==> src/rtl/avalon_master_arbiter_pkg.sv <==
// Shared types and helpers for the Avalon-MM master arbiter slice.
// Holds the FSM state encoding, the arbitration mode constants and width helpers.
package avalon_pkg;

    typedef enum logic [1:0] {
        IDLE = 2'd0,
        BUS  = 2'd1,
        DONE = 2'd2
    } arb_state_t;

    localparam int ARB_FIXED = 0;
    localparam int ARB_RR    = 1;

    function automatic int byte_lanes(input int data_w);
        return data_w / 8;
    endfunction

    // Index width never collapses to zero so single-port builds still elaborate.
    function automatic int idx_width(input int n);
        return (n > 1) ? $clog2(n) : 1;
    endfunction

endpackage

==> src/rtl/avalon_master_arbiter_if.sv <==
// Avalon-MM master port bundle. The arbiter drives the master modport;
// the slave modport is what the attached fabric or memory model sees.
interface avalon_master_arbiter_if
    import avalon_pkg::*;
#(
    parameter int ADDR_W = 32,
    parameter int DATA_W = 32
);

    logic [ADDR_W-1:0]             address;
    logic                          read;
    logic                          write;
    logic                          waitrequest;
    logic [DATA_W-1:0]             writedata;
    logic [byte_lanes(DATA_W)-1:0] byteenable;
    logic [DATA_W-1:0]             readdata;

    modport master (
        output address,
        output read,
        output write,
        output writedata,
        output byteenable,
        input  waitrequest,
        input  readdata
    );

    modport slave (
        input  address,
        input  read,
        input  write,
        input  writedata,
        input  byteenable,
        output waitrequest,
        output readdata
    );

endinterface

==> src/rtl/avalon_master_arbiter_rr_arbiter.sv <==
// Combinational winner select over the request vector.
// Fixed mode picks the lowest set index; round-robin scans upward from rr_ptr with wrap.
module rr_arbiter
    import avalon_pkg::*;
#(
    parameter int NUM_PORTS = 2,
    parameter int ARB_MODE  = ARB_FIXED,
    localparam int IDX_W    = idx_width(NUM_PORTS)
) (
    input  logic [NUM_PORTS-1:0] req_i,
    input  logic [IDX_W-1:0]     rr_ptr_i,
    output logic                 gnt_valid_o,
    output logic [IDX_W-1:0]     gnt_idx_o
);

    logic             found;
    logic [IDX_W-1:0] cand;
    logic [IDX_W-1:0] win;

    always_comb begin
        found = 1'b0;
        cand  = '0;
        win   = '0;
        for (int k = 0; k < NUM_PORTS; k++) begin
            if (ARB_MODE == ARB_RR) begin
                cand = IDX_W'((int'(rr_ptr_i) + k) % NUM_PORTS);
            end else begin
                cand = IDX_W'(k);
            end
            if (!found && req_i[cand]) begin
                found = 1'b1;
                win   = cand;
            end
        end
    end

    assign gnt_valid_o = found;
    assign gnt_idx_o   = win;

endmodule

==> src/rtl/avalon_master_arbiter.sv <==
// Avalon-MM master front-end: arbitrates NUM_PORTS requesters onto one master port,
// one transaction outstanding, optional waitrequest timeout that completes with an error.
//   state | meaning
//   IDLE  | waiting for any req_valid; arbitrates and latches the winner
//   BUS   | strobe asserted, waiting for waitrequest low or timeout
//   DONE  | resp_valid pulse to the granted port; no arbitration here
module avalon_master_arbiter
    import avalon_pkg::*;
#(
    parameter int NUM_PORTS = 2,
    parameter int ADDR_W    = 32,
    parameter int DATA_W    = 32,
    parameter int ARB_MODE  = ARB_FIXED,
    parameter int TIMEOUT   = 0
) (
    input  logic                                   clk,
    input  logic                                   reset,
    input  logic [NUM_PORTS-1:0]                   req_valid_i,
    input  logic [NUM_PORTS-1:0]                   req_write_i,
    input  logic [NUM_PORTS*ADDR_W-1:0]            req_addr_i,
    input  logic [NUM_PORTS*DATA_W-1:0]            req_wdata_i,
    input  logic [NUM_PORTS*byte_lanes(DATA_W)-1:0] req_be_i,
    output logic [NUM_PORTS-1:0]                   resp_valid_o,
    output logic [DATA_W-1:0]                      resp_rdata_o,
    output logic                                   resp_error_o,
    output logic                                   busy_o,
    avalon_master_arbiter_if.master                av
);

    localparam int BE_W  = byte_lanes(DATA_W);
    localparam int IDX_W = idx_width(NUM_PORTS);
    localparam int LSB   = $clog2(BE_W);
    localparam int TO_W  = (TIMEOUT > 0) ? $clog2(TIMEOUT + 1) : 1;

    localparam logic [ADDR_W-1:0]    ADDR_MASK = ~ADDR_W'((64'd1 << LSB) - 64'd1);
    localparam logic [TO_W-1:0]      TO_LAST   = TO_W'((TIMEOUT > 0) ? TIMEOUT - 1 : 0);
    localparam logic [NUM_PORTS-1:0] ONE_HOT   = NUM_PORTS'(1);

    arb_state_t            state_q;
    logic [IDX_W-1:0]      grant_q;
    logic [IDX_W-1:0]      rr_ptr_q;
    logic [IDX_W-1:0]      rr_ptr_d;
    logic [TO_W-1:0]       to_cnt_q;
    logic [ADDR_W-1:0]     address_q;
    logic [DATA_W-1:0]     wdata_q;
    logic [BE_W-1:0]       be_q;
    logic                  read_q;
    logic                  write_q;
    logic [NUM_PORTS-1:0]  resp_valid_q;
    logic [DATA_W-1:0]     resp_rdata_q;
    logic                  resp_error_q;

    logic                  gnt_valid;
    logic [IDX_W-1:0]      gnt_idx;
    logic [ADDR_W-1:0]     sel_addr;
    logic [DATA_W-1:0]     sel_wdata;
    logic [BE_W-1:0]       sel_be;
    logic                  sel_write;

    rr_arbiter #(
        .NUM_PORTS (NUM_PORTS),
        .ARB_MODE  (ARB_MODE)
    ) u_arb (
        .req_i       (req_valid_i),
        .rr_ptr_i    (rr_ptr_q),
        .gnt_valid_o (gnt_valid),
        .gnt_idx_o   (gnt_idx)
    );

    always_comb begin
        sel_addr  = '0;
        sel_wdata = '0;
        sel_be    = '0;
        sel_write = 1'b0;
        for (int i = 0; i < NUM_PORTS; i++) begin
            if (gnt_idx == IDX_W'(i)) begin
                sel_addr  = req_addr_i[i*ADDR_W +: ADDR_W];
                sel_wdata = req_wdata_i[i*DATA_W +: DATA_W];
                sel_be    = req_be_i[i*BE_W +: BE_W];
                sel_write = req_write_i[i];
            end
        end
    end

    always_comb begin
        if (gnt_idx == IDX_W'(NUM_PORTS - 1)) begin
            rr_ptr_d = '0;
        end else begin
            rr_ptr_d = gnt_idx + 1'b1;
        end
    end

    always_ff @(posedge clk) begin
        if (reset) begin
            state_q      <= IDLE;
            grant_q      <= '0;
            rr_ptr_q     <= '0;
            to_cnt_q     <= '0;
            address_q    <= '0;
            wdata_q      <= '0;
            be_q         <= '0;
            read_q       <= 1'b0;
            write_q      <= 1'b0;
            resp_valid_q <= '0;
            resp_rdata_q <= '0;
            resp_error_q <= 1'b0;
        end else begin
            resp_valid_q <= '0;
            resp_error_q <= 1'b0;
            case (state_q)
                IDLE: begin
                    if (gnt_valid) begin
                        grant_q   <= gnt_idx;
                        rr_ptr_q  <= rr_ptr_d;
                        address_q <= sel_addr & ADDR_MASK;
                        wdata_q   <= sel_wdata;
                        be_q      <= sel_be;
                        // A write with no enabled lanes has nothing to put on the bus.
                        if (sel_write && (sel_be == '0)) begin
                            state_q      <= DONE;
                            resp_valid_q <= ONE_HOT << gnt_idx;
                        end else begin
                            state_q  <= BUS;
                            read_q   <= ~sel_write;
                            write_q  <= sel_write;
                            to_cnt_q <= '0;
                        end
                    end
                end
                BUS: begin
                    if (!av.waitrequest) begin
                        read_q       <= 1'b0;
                        write_q      <= 1'b0;
                        state_q      <= DONE;
                        resp_valid_q <= ONE_HOT << grant_q;
                        if (read_q) begin
                            resp_rdata_q <= av.readdata;
                        end
                    end else if ((TIMEOUT != 0) && (to_cnt_q == TO_LAST)) begin
                        read_q       <= 1'b0;
                        write_q      <= 1'b0;
                        state_q      <= DONE;
                        resp_valid_q <= ONE_HOT << grant_q;
                        resp_error_q <= 1'b1;
                        resp_rdata_q <= '0;
                    end else begin
                        to_cnt_q <= to_cnt_q + 1'b1;
                    end
                end
                DONE: begin
                    state_q <= IDLE;
                end
                default: begin
                    state_q <= IDLE;
                end
            endcase
        end
    end

    assign av.address    = address_q;
    assign av.read       = read_q;
    assign av.write      = write_q;
    assign av.writedata  = wdata_q;
    assign av.byteenable = be_q;

    assign resp_valid_o = resp_valid_q;
    assign resp_rdata_o = resp_rdata_q;
    assign resp_error_o = resp_error_q;
    assign busy_o       = (state_q != IDLE);

endmodule

==> src/flat_wrapper.sv <==
// flat-port wrapper written by rule: the top's interface ports become plain ports
module avalon_master_arbiter_flat import avalon_pkg::*;
#(
    parameter int NUM_PORTS = 2,
    parameter int ADDR_W    = 32,
    parameter int DATA_W    = 32,
    parameter int ARB_MODE  = ARB_FIXED,
    parameter int TIMEOUT   = 0
)
  (clk, reset, req_valid_i, req_write_i, req_addr_i, req_wdata_i, req_be_i, resp_valid_o, resp_rdata_o, resp_error_o, busy_o, av_address, av_read, av_write, av_writedata, av_byteenable, av_waitrequest, av_readdata);
  avalon_master_arbiter_if #(.ADDR_W(ADDR_W), .DATA_W(DATA_W)) av_i ();
  input  logic clk;
  input  logic reset;
  input  logic [NUM_PORTS-1:0] req_valid_i;
  input  logic [NUM_PORTS-1:0] req_write_i;
  input  logic [NUM_PORTS*ADDR_W-1:0] req_addr_i;
  input  logic [NUM_PORTS*DATA_W-1:0] req_wdata_i;
  input  logic [NUM_PORTS*byte_lanes(DATA_W)-1:0] req_be_i;
  output logic [NUM_PORTS-1:0] resp_valid_o;
  output logic [DATA_W-1:0] resp_rdata_o;
  output logic resp_error_o;
  output logic busy_o;
  output wire logic [$bits(av_i.address)-1:0] av_address;
  output wire logic [$bits(av_i.read)-1:0] av_read;
  output wire logic [$bits(av_i.write)-1:0] av_write;
  output wire logic [$bits(av_i.writedata)-1:0] av_writedata;
  output wire logic [$bits(av_i.byteenable)-1:0] av_byteenable;
  input wire logic [$bits(av_i.waitrequest)-1:0] av_waitrequest;
  input wire logic [$bits(av_i.readdata)-1:0] av_readdata;
  assign av_address = av_i.address;
  assign av_read = av_i.read;
  assign av_write = av_i.write;
  assign av_writedata = av_i.writedata;
  assign av_byteenable = av_i.byteenable;
  assign av_i.waitrequest = av_waitrequest;
  assign av_i.readdata = av_readdata;
  avalon_master_arbiter #(.NUM_PORTS(NUM_PORTS), .ADDR_W(ADDR_W), .DATA_W(DATA_W), .ARB_MODE(ARB_MODE), .TIMEOUT(TIMEOUT)) u_core (.clk(clk), .reset(reset), .req_valid_i(req_valid_i), .req_write_i(req_write_i), .req_addr_i(req_addr_i), .req_wdata_i(req_wdata_i), .req_be_i(req_be_i), .resp_valid_o(resp_valid_o), .resp_rdata_o(resp_rdata_o), .resp_error_o(resp_error_o), .busy_o(busy_o), .av(av_i));
endmodule
==> config.mk <==
export PLATFORM = sky130hd
export DESIGN_NAME = avalon_master_arbiter_flat
export DESIGN_NICKNAME = d
export VERILOG_FILES = /design/src/rtl/avalon_master_arbiter_pkg.sv /design/src/rtl/avalon_master_arbiter_if.sv /design/src/rtl/avalon_master_arbiter_rr_arbiter.sv /design/src/rtl/avalon_master_arbiter.sv /design/src/flat_wrapper.sv
export SDC_FILE = /design/constraint.sdc
export NUM_CORES = 1
export LEC_CHECK = 0
export ABC_AREA = 1
export BUFFER_PORTS_ARGS = -buffer_cell sky130_fd_sc_hd__buf_2
export CAP_MARGIN = 20
export CORE_AREA = 2 2 108 110
export DETAILED_ROUTE_END_ITERATION = 7
export DIE_AREA = 0 0 110 112
export GPL_ROUTABILITY_DRIVEN = 0
export MAX_ROUTING_LAYER = met4
export PLACE_DENSITY_LB_ADDON = 0.05
export SYNTH_ARGS = -nofsm -noshare
export SYNTH_HDL_FRONTEND = slang
export SYNTH_SLANG_ARGS = --single-unit
==> constraint.sdc <==
create_clock -name clk -period 1.4 [get_ports clk]
set_input_delay 0.28 -clock clk [delete_from_list [all_inputs] [get_ports clk]]
set_output_delay 0.28 -clock clk [all_outputs]
set_load 0.02 [all_outputs]
Yosys cells after proc, flatten, opt, wreduce, memory -nomap -nowiden
Cells that the tools add are included.
{ "totals": {"register_bits": 105, "latchBits": 0, "ramBits": 0, "mem_bits_ro": 0, "word_cells": 50, "memories": 0} }
{ "classes": {"n_addsub": 0, "mul": 0, "n_div": 0, "n_lt_le_gt_ge": 0, "eq_ne": 4, "shifts": 2, "n_mux": 22, "bitwise_logic": 2, "n_reduce_logical": 11} }
{ "ops": {"columns": ["cell", "count"], "rows": [
  ["32-bit 2-to-1 mux", 2],
  ["2-bit 2-to-1 mux", 6],
  ["1-bit 2-to-1 mux", 9],
  ["2-bit one-hot mux with 2 select lines", 2],
  ["4-bit logical NOT", 1],
  ["4-bit 2-to-1 mux", 1],
  ["2-bit != test, second input constant", 2],
  ["1-bit one-hot mux with 2 select lines", 2],
  ["2-bit AND reduction", 2],
  ["4-bit AND reduction", 1],
  ["2-bit nonzero test", 2],
  ["1-bit by 1-bit left shift with 2-bit output, first input constant", 2],
  ["3-bit AND reduction", 1],
  ["2-bit by 1-bit == test with 1-bit output, second input constant", 1],
  ["1-bit logical AND", 2],
  ["2-bit logical NOT", 1],
  ["2-bit by 1-bit != test with 1-bit output, second input constant", 1],
  ["1-bit NOT", 2],
  ["1-bit logical NOT", 1]
]} }

Longest topological paths before layout
{ "depth": {"word_depth": 10, "mapped_depth": 10, "mapped_depth_nobuf": 10} }

Hierarchy
A second synthesis with hierarchy kept.
{ "unflattened": {"cells_unflattened": 575, "area_unflattened_um2": 4269.1} }
{ "by_module_without_submodules": {"columns": ["mod", "n_inst", "cells_per_inst", "area_per_inst_um2", "seq_area_each_um2"], "rows": [
  ["avalon_master_arbiter", 1, 571, 4254.1, 2122.0],
  ["rr_arbiter", 1, 4, 15.0, 0.0]
]} }

Least setup slack after synthesis
Ideal clock, no wire load.
{ "synth_timing": {"kind": "reg2reg", "start": "register u_core.state_q[1]", "end": "register u_core.address_q[10], in the netlist u_core.av.address[10]", "setup_ns": 0.119, "arrival_ns": 1.093, "t_required_ns": 1.281, "path_slack_ns": 0.187, "path_stages_with_launch": 7, "period_less_slack_ns": 1.213, "cell_sequence": "dfxtp_1 nor2_4 nand2_2 buf_4 buf_2 a21oi_1 a21oi_1"} }
{ "synth_between": {"elab_chain_cells": 2} }
{ "synth_rtl": {"columns": ["item", "line_no", "source"], "rows": [
  ["start, declared", "avalon_master_arbiter.sv:39", "arb_state_t state_q;"],
  ["start signal, assigned", "avalon_master_arbiter.sv:95", "state_q <= IDLE;"],
  ["start signal, assigned", "avalon_master_arbiter.sv:120", "state_q <= DONE;"],
  ["start signal, assigned", "avalon_master_arbiter.sv:123", "state_q <= BUS;"],
  ["2-bit logical NOT", "avalon_master_arbiter.sv:110", "case (state_q)"],
  ["2-bit AND reduction (no source line)", null, null],
  ["end signal, assigned", "avalon_master_arbiter.sv:115", "address_q <= sel_addr & ADDR_MASK;"],
  ["end, declared", "avalon_master_arbiter.sv:44", "logic [ADDR_W-1:0] address_q;"]
]} }
No other way between the ends.
A chain may end at the register's enable or synchronous reset.

Worst setup path in the final report
{ "layout_timing": {"start": "register u_core.state_q[1]", "end": "output busy_o"} }
{ "layout_between": {"elab_chain_cells": 1} }
{ "layout_rtl": {"columns": ["item", "line_no", "source"], "rows": [
  ["2-bit nonzero test", "avalon_master_arbiter.sv:169", "assign busy_o = (state_q != IDLE);"],
  ["end, declared", "flat_wrapper.sv:22", "output logic busy_o;"]
]} }
No other way between the ends.

==> results.md <==
Synthesis:
- The flop and latch count out of synthesis is between 100 and 150.
- In the synthesized netlist the dominant register cell turns out to be dfxtp_1.
- In this run the mean area of a mapped cell was 7.56 sq um.
- The number of instances in the synthesized netlist is 568.
- The sequential share of the synthesized area is 49.0%.
- The synthesized netlist occupies a cell area of 0.00429 sq mm.
- The distinct cell type count after synthesis is 24.
- Yosys mapped a number of flops with a built-in enable equal to 0.
- Yosys printed 0 warnings.
- The fraction of registers with async set/reset is 0%.

Clock tree:
- The number of clock sinks is 105.
- TritonCTS built the clock tree.
- The number of buffers created by CTS is 9.
- The clock reaches the later pin of the worst-skew pair after 0.35 ns.
- The depth of the CTS H-tree is 3.
- After clock tree synthesis, the clock-pin slew on the worst setup and hold paths is 0.07 ns.
- Clock tree synthesis selected as its root buffer the cell clkbuf_16.
- The clock passes through at most 2 buffers.

Floorplan:
- The chip height is between 100 and 150 um.
- The floorplan has 39 rows.
- The initial core utilization is 38.4%.
- The die span in x is 110 um.
- The area of the core region is 0.0112 sq mm.
- The number of top-level pins is approximately 280.
- The total die area is 0.0123 sq mm.

Setup path:
- The largest individual stage delay along the critical path comes from the cell dfxtp_4.
- The worst setup path is launched from a flip-flop.
- The maximum fanout along the worst path is 4.
- In this design, the stage delay of the slowest critical-path cell is 0.37 ns.
- The signal on the critical path passes through nor2_4 > inv_1 > buf_2.
- The path type of the worst setup path is reg -> out.
- The required time reported for the critical path endpoint is 1.12 ns.
- The arrival time of data at the critical path endpoint is 1.04 ns.
- The kind of end point of the critical path is a primary output.

Cells and area:
- After routing the design area is roughly 0.0062 sq mm.
- The synthesis-to-layout area growth is 45.5%.
- After the last flow step, the layout net total stands at 1007.
- The final cell count without fillers is 981.
- Of the cells placed in the final design, the portion with a size suffix greater than 1 is 39.9%.
- Cells fill 55.9% of the core in the end.

Global routing:
- The largest net degree at the start of global routing is 62.
- The number of antenna violations at the first check in global routing came to 1.
- The number of global-route vias before repair is 4639.
- The first global-routing pass estimated 21600 um of wire.
- After global routing the overflow that remains totals 0.
- The total global-route track usage is ~23%.

Run status:
- The flow ran to the end, and the final reports show no timing, DRC or antenna violations.

Pwr:
- The total net switching power is roughly 2.3 mW.
- Per report_power, the sequential group accounts for between 40% and 50% of the total.
- The switching share of total power is 28.8%.
- Of the total power, combinational logic draws 22.1%.
- Across the VDD grid, the largest voltage drop is between 0.0007 and 0.0008 V.
- In this run the power density over the cells is 1290 mW/mm^2.
- In this run the static leakage power is 3.04 nW.
- Cell internal power was estimated by the tool at 5.75 mW.
- The clock network fraction of total power is 35.8%.

Routing:
- In the routed design, unresolved DRC markers number 0.
- After detailed routing, the number of vias per cell comes to 4.97.
- In the final routed layout, each cell accounts on average for 14.3 um.
- The detailed router finished its first iteration with 234 violations.
- The final layout contains routed wiring with a total length of 14000 um.
- The pre-antenna-repair detailed-routing pass consisted of 4 iterations.
- The number of antenna-violating nets in the routed design is 0.
- The vias after detailed routing is 4871.

Timing:
- The clock skew is roughly 0.0056 ns.
- Counting I/O delays and the setup requirement, the final critical path takes 1.32 ns.
- Setup repair after global routing left no endpoint under its margin.
- The count of final hold-check violations is 0.
- The fraction of the cycle the final worst path needs is 94.3%.
- For this run, the top clock speed supported by timing is 0.757 GHz.
- The number of max-slew violations in the final report is 0.
- Setup violations remaining at the end of the flow were counted as 0.

Placed design:
- The number of buffers added on ports is 273.
- Once placement completed, the tool counted placed cells totaling 963.
- Detailed placement ended at an HPWL of 10100 um.
- Once placement finished, the instance area stood at 0.00589 sq mm.

Job:
- Across the run, the number of max-cap violations was 0.

Worst hold path:
- The class of the tightest hold or removal check is in -> reg.
## critical path: cells and delay by family, from the launching register on
| family | cells | cell delay, ns |
|---|---|---|
| DFF | 1 | 0.37 |
| buffers and inverters | 2 | 0.21 |
| and+or+nand+nor | 1 | 0.12 |
## cell families after synthesis
family / share of synthesized area, %
buffers and inverters: 6.29
other: 0.0873
flip-flops: 49.0
AND/OR/NAND/NOR: 17.2
AO/OA/AOI/OAI: 27.5
## synthesized netlist by cell type (2+ instances only)
| master | count | share of area (%) |
|---|---|---|
| nor2_4 | 3 | 0.79 |
| dfxtp_1 | 105 | 49 |
| nand2_4 | 3 | 0.79 |
| a21oi_1 | 132 | 15 |
| inv_2 | 5 | 0.44 |
| clkbuf_1 | 18 | 1.6 |
| nand2_1 | 79 | 6.9 |
| o21ai_0 | 89 | 10 |
| a31oi_1 | 2 | 0.29 |
| buf_2 | 24 | 2.8 |
| nor2_1 | 70 | 6.1 |
| buf_4 | 4 | 0.70 |
| nand2_2 | 4 | 0.58 |
| nand3_1 | 5 | 0.58 |
| inv_1 | 6 | 0.52 |
| o21ai_1 | 11 | 1.3 |
## routing by layer
layer  track usage (%)  part of all wire [%]
met1              26.4                    41
met2              37.2                    48
met3              5.62                   7.9
met4              11.2                   3.1
met5                 -                     0
## registers in the layout (all words and copies together), names as in the netlist
register and count:
u_core.av.writedata 32, u_core.resp_rdata_o 32, u_core.av.address 30, u_core.av.byteenable 4, u_core.resp_valid_o 2, u_core.state_q 2
u_core.av.read 1, u_core.av.write 1, u_core.grant_q 1
## stage by stage
step | setup slack (ns) | hold slack [ns] | TNS [ns] | power (mW)
2_1_floorplan | 0.187 | 0.349 | 0 | 4.48
3_3_place_gp | -0.0199 | 0.455 | -0.0499 | 5.21
3_5_place_dp | -0.0507 | 0.465 | -0.144 | 5.25
4_1_cts | 0.0501 | 0.157 | 0 | 8.17
5_1_grt | 0.0145 | 0.167 | 0 | 8.48
6_report | 0.0795 | 0.169 | 0 | 8.07
## area by class of cell
type	instances	area (sq um)
well taps	143	179
multi-input cells	407	1930
repair buffers	298	1640
clock inverters	5	103
flip-flops and latches	105	2110
clock buffers	11	243
inverters	11	41.3
diodes	1	2.50
fillers	1069	4930
## cell usage in the layout (no fill, tap or decap), drive strengths merged
| cell type | Yosys | layout |
|---|---|---|
| inv | 11 | 11 |
| clkinvlp | 0 | 1 |
| diode | 0 | 1 |
| nand2 | 86 | 86 |
| buf | 29 | 298 |
| clkbuf | 18 | 11 |
| nand4 | 1 | 1 |
| nand3 | 7 | 7 |
| or2 | 1 | 1 |
| conb | 1 | 3 |
| nor2 | 74 | 74 |
| bufinv | 0 | 3 |
| clkinv | 0 | 1 |
| o21ai | 100 | 100 |
| o21a | 1 | 1 |
| a31oi | 2 | 2 |
| dfxtp | 105 | 105 |
| a21oi | 132 | 132 |
## worst paths after layout
check | to | slack [ns] | cells past startpoint | from
worst max-delay path | busy_o | 0.08 | 3 | u_core.state_q[1]
worst min-delay path | u_core.av.address[14] | 0.17 | 3 | req_addr_i[46]
worst max register to register | u_core.av.writedata[23] | 0.15 | 6 | u_core.state_q[1]
worst min register to register | u_core.av.write | 0.47 | 2 | u_core.av.write
## power by group through the flow
stage | registers (mW) | clock network, mW | logic (mW)
finish | 3.39 | 2.89 | 1.79
global route | 3.42 | 3.09 | 1.97
CTS | 3.39 | 2.97 | 1.81
detailed placement | 3.45 | 0 | 1.80
global placement | 3.44 | 0 | 1.77
floorplan | 3.78 | 0 | 0.704
## timing repair
| action | CTS | global route |
|---|---|---|
| hold buffers | 0 | 0 |
| resized for setup | 3 | 0 |
| buffers inserted | 2 | 0 |
| endpoints found under the setup margin | 1 | 0 |
(Power assumes the default switching activity.)
